File: config.mk
export PLATFORM = sky130hd
export DESIGN_NAME = alu_result_stage
export DESIGN_NICKNAME = d
export VERILOG_FILES = /design/src/rtl/alu_result_stage.sv
export SDC_FILE = /design/constraint.sdc
export NUM_CORES = 1
export LEC_CHECK = 0
export ABC_CLOCK_PERIOD_IN_PS = 2700
export CORE_MARGIN = 2
export CORE_UTILIZATION = 56
export CTS_BUF_LIST = sky130_fd_sc_hd__clkbuf_8
export CTS_CLUSTER_DIAMETER = 60
export CTS_CLUSTER_SIZE = 30
export DETAILED_ROUTE_END_ITERATION = 8
export GPL_TIMING_DRIVEN = 0
export PLACE_DENSITY = 0.95
export SYNTH_ARGS = -nofsm -noshare
export SYNTH_HDL_FRONTEND = slang
export SYNTH_SLANG_ARGS = --single-unit
export TNS_END_PERCENT = 10
File: constraint.sdc
create_clock -name clk -period 2.7 [get_ports clk]
set_clock_uncertainty 0.05 [all_clocks]
set_input_delay 0.405 -clock clk [delete_from_list [all_inputs] [get_ports clk]]
set_output_delay 0.405 -clock clk [all_outputs]
set_load 0.03 [all_outputs]
File: src/rtl/alu_result_stage.sv
// EX->WB boundary behind the integer ALU: 2-entry skid buffer with
// valid/ready on both sides and a sticky overflow bit for the status register.
module alu_result_stage #(
    parameter int DATA_WIDTH     = 16,
    parameter int REG_ADDR_WIDTH = 4
) (
    input  logic                      clk,
    input  logic                      rst,
    input  logic                      in_valid,
    output logic                      in_ready,
    input  logic [DATA_WIDTH-1:0]     in_result,
    input  logic                      in_n,
    input  logic                      in_v,
    input  logic                      in_z,
    input  logic [REG_ADDR_WIDTH-1:0] in_rd,
    input  logic                      in_we,
    input  logic                      flush,
    output logic                      out_valid,
    input  logic                      out_ready,
    output logic [DATA_WIDTH-1:0]     out_result,
    output logic                      out_n,
    output logic                      out_v,
    output logic                      out_z,
    output logic [REG_ADDR_WIDTH-1:0] out_rd,
    output logic                      out_we,
    input  logic                      clr_sticky,
    output logic                      sticky_v
);

    typedef struct packed {
        logic [DATA_WIDTH-1:0]     result;
        logic                      n;
        logic                      v;
        logic                      z;
        logic [REG_ADDR_WIDTH-1:0] rd;
        logic                      we;
    } entry_t;

    typedef enum logic [1:0] {
        EMPTY = 2'b00,
        ONE   = 2'b10,
        FULL  = 2'b11
    } state_t;

    entry_t main_q;
    entry_t skid_q;
    entry_t in_e;
    logic   main_vld;
    logic   skid_vld;
    logic   accept;
    logic   commit;
    state_t state;

    assign in_e     = '{result: in_result, n: in_n, v: in_v,
                        z: in_z, rd: in_rd, we: in_we};
    assign state    = state_t'({main_vld, skid_vld});
    assign in_ready = ~skid_vld;
    assign accept   = in_valid & in_ready;
    assign commit   = main_vld & out_ready;

    assign out_valid  = main_vld;
    assign out_result = main_q.result;
    assign out_n      = main_q.n;
    assign out_v      = main_q.v;
    assign out_z      = main_q.z;
    assign out_rd     = main_q.rd;
    assign out_we     = main_q.we & main_vld;

    // Buffer occupancy and payload movement; flush only drops valid bits.
    always_ff @(posedge clk) begin
        if (rst) begin
            main_q   <= '0;
            skid_q   <= '0;
            main_vld <= 1'b0;
            skid_vld <= 1'b0;
        end else if (flush) begin
            main_vld <= 1'b0;
            skid_vld <= 1'b0;
        end else begin
            case (state)
                EMPTY: begin
                    if (accept) begin
                        main_q   <= in_e;
                        main_vld <= 1'b1;
                    end
                end
                ONE: begin
                    if (accept && commit) begin
                        main_q <= in_e;
                    end else if (accept) begin
                        skid_q   <= in_e;
                        skid_vld <= 1'b1;
                    end else if (commit) begin
                        main_vld <= 1'b0;
                    end
                end
                FULL: begin
                    if (commit) begin
                        main_q   <= skid_q;
                        skid_vld <= 1'b0;
                    end
                end
                default: begin
                    main_vld <= 1'b0;
                    skid_vld <= 1'b0;
                end
            endcase
        end
    end

    // Sticky overflow: any committed V sets it, set beats clear.
    always_ff @(posedge clk) begin
        if (rst) begin
            sticky_v <= 1'b0;
        end else if (commit && main_q.v) begin
            sticky_v <= 1'b1;
        end else if (clr_sticky) begin
            sticky_v <= 1'b0;
        end
    end

endmodule
==> results of run 1 <==
cells in the final DEF, fill, tap and decap left out, drive strengths merged, types with 2 or more instances in the layout:
cell type      netlist  final
nand2b               4      4
a21oi               25     25
nand2               25     25
o21ai               24     24
nand3               49     49
buf                 39     38
clkbuf              19     25
dfxtp               51     51
inv                  2      2
a41oi               24     24
a311oi              24     24
clkdlybuf4s50        0     55
worst max-delay path, cell delays in order, from the launching register on:
cell and delay [ns]:
dfxtp_1 0.43, buf_2 0.40, and2_1 0.18, clkdlybuf4s50_1 0.66
metal layers:
layer / up-vias / GRT usage / part of all wire
li1: 1210 / - / -
met1: 1311 / 0.355 / 0.40
met4: 0 / 0.130 / 0.032
met3: 32 / 0.0597 / 0.075
met5: - / 0 / 0
met2: 153 / 0.522 / 0.49
where the power goes:
part           leakage, nW  switching, mW  internal [mW]
Combinational        0.648          0.180          0.158
Clock               0.0474          0.267          0.210
Sequential           0.416         0.0176          0.781
cell families (layout without fill, tap and decap cells):
group                  after synthesis  count (layout)  share of synthesized area
AND/OR/NAND/NOR                     85              85                      0.164
AO/OA/AOI/OAI                       98              98                      0.309
flip-flops                          51              51                      0.395
buffers and inverters               60             122                      0.133
sequential cells by signal, summed over array words and instances (netlist names):
signal,flops
out_n,1
out_v,1
skid_q,24
out_z,1
out_result,16
skid_vld,1
out_rd,4
out_valid,1
sticky_v,1
main_q,1
final timing paths:
| path | from | endpoint | slack, ns | cells past startpoint |
|---|---|---|---|---|
| min | rst | skid_vld$_SDFFE_PP0P_ | 0.40 | 2 |
| max | out_valid$_SDFFE_PP0P_ | out_we | 0.25 | 3 |
| min reg2reg | sticky_v$_SDFFE_PP0P_ | sticky_v$_SDFFE_PP0P_ | 0.42 | 2 |
| max reg2reg | out_valid$_SDFFE_PP0P_ | out_z$_SDFFE_PP0P_ | 0.77 | 5 |
per-stage QoR:
| step | utilization | setup WS (ns) |
|---|---|---|
| floorplan | - | 0.849 |
| global placement | 0.725 | 0.311 |
| detailed placement | 0.725 | 0.305 |
| CTS | 0.747 | 0.293 |
| global route | 0.747 | 0.166 |
| finish | 0.747 | 0.254 |
cell type report:
| type | instances | area, µm² |
|---|---|---|
| multi-input cells | 183 | 1220 |
| plain buffers | 57 | 333 |
| repair buffers | 55 | 551 |
| well taps | 52 | 65.1 |
| fillers | 338 | 1120 |
| inverters | 2 | 7.51 |
| flip-flops and latches | 51 | 1020 |
| clock inverters | 2 | 16.3 |
| clock buffers | 6 | 82.6 |
==> out/results.ini, run 1 <==
[run_status]
outcome=finished, final reports clean

[placement]
post_dp_cell_area_um2=3200
place_inst=401
io_buffers=55
gp_congestion=0.882
dp_hpwl_mm=5.19

[worst_setup_path]
crit_required_ns=2.25
setup.worst_path.class=reg2out
arrival_ns=1.99
endpoint_kind=output pin
start_kind=flop
crit_fanout=19

[sta]
finalSetupViolCount=0
max_clock_freq_mhz=409
rsz0062_at_grt=false
layout_min_cycle_time_ns=2.45
hold_viol_final=0
period_share=0.906
tightest_slew_ns=0.767
relSlewSlack=0.489
finalMaxSlewViolations=0
setup_tns_ns=0
worst_hold_slack_ns=0.401

[floorplan]
die_x_um=72.0
core_area_um2=4410
die_y_um=72.0
rows=24
start_util=0.586
dieArea_um2=5180
io_pins=57

[clocking]
root_buffer=clkbuf_8
worst_skew_pair.late_latency_ns=0.32
cts_buffer_depth=2
holdBufCountCts=0
path_clk_slew_ns=0.10
htree_levels=2
numCtsBuffers=5
cts_setup_buffers=0
cts-resized-gates=0
clock-sinks=51
cts_tree=done

[logic_synthesis]
yosysMostFrequentCell=dfxtp_1
ys.flop_type=dfxtp_1
synth_area_per_cell_um2=8.80
synth_top_area_share=0.395
netlist_area_um2=2590
async_flop_share=0
synth_edf_count=0
seq_area_frac_synth=0.395
synthTopCellsByCount=dfxtp_1 (51), nand3_1 (49), a21oi_1 (25), nand2_1 (25), a41oi_1 (24)
ys_ff_latch=51
synth_area_leaders=dfxtp_1 (39%), a311oi_2 (12%), nand3_1 (9.5%)
synth_nets=324
synth_top_area_cell=dfxtp_1
ys_warn_count=0
ys_types=24
synth_cells=294

[worst_hold_path]
hold_path.class=in2reg

[pwr]
total_power_mw=1.61
leakage_nw=1.11
ir_drop_mv=0.323
p_per_area_nw_per_um2=489

[drt]
drtIter0Drc=323
routedWlPerCell_um=18.5
routed_wl_mm=7.56
vias=2706
ant_nets=0
via_per_inst=6.63
route.detailed.drc=0
drt_first_pass_iters=6

[layout]
final_cell_area_um2=3300
insertedDiodeCount=0
drive_gt1_frac=0.183
syn_to_final_growth_pct=27.5
fin_cells=408
nets=385

[job]
drv_cap=0

[global_route]
grt_max_degree=20
grt_pass1_wl_mm=12.2
grt_pass1_vias=2651
antenna_found_initial=0
grt_overflow=0
grt_usage=0.298

(Power assumes the default switching activity.)
==> run 2, diff against run 1 <==
Settings changed: CTS_CLUSTER_SIZE 30 to 8.
==> results of run 2 <==
No change in the layout: final DEF, timing and power equal those of run 1.
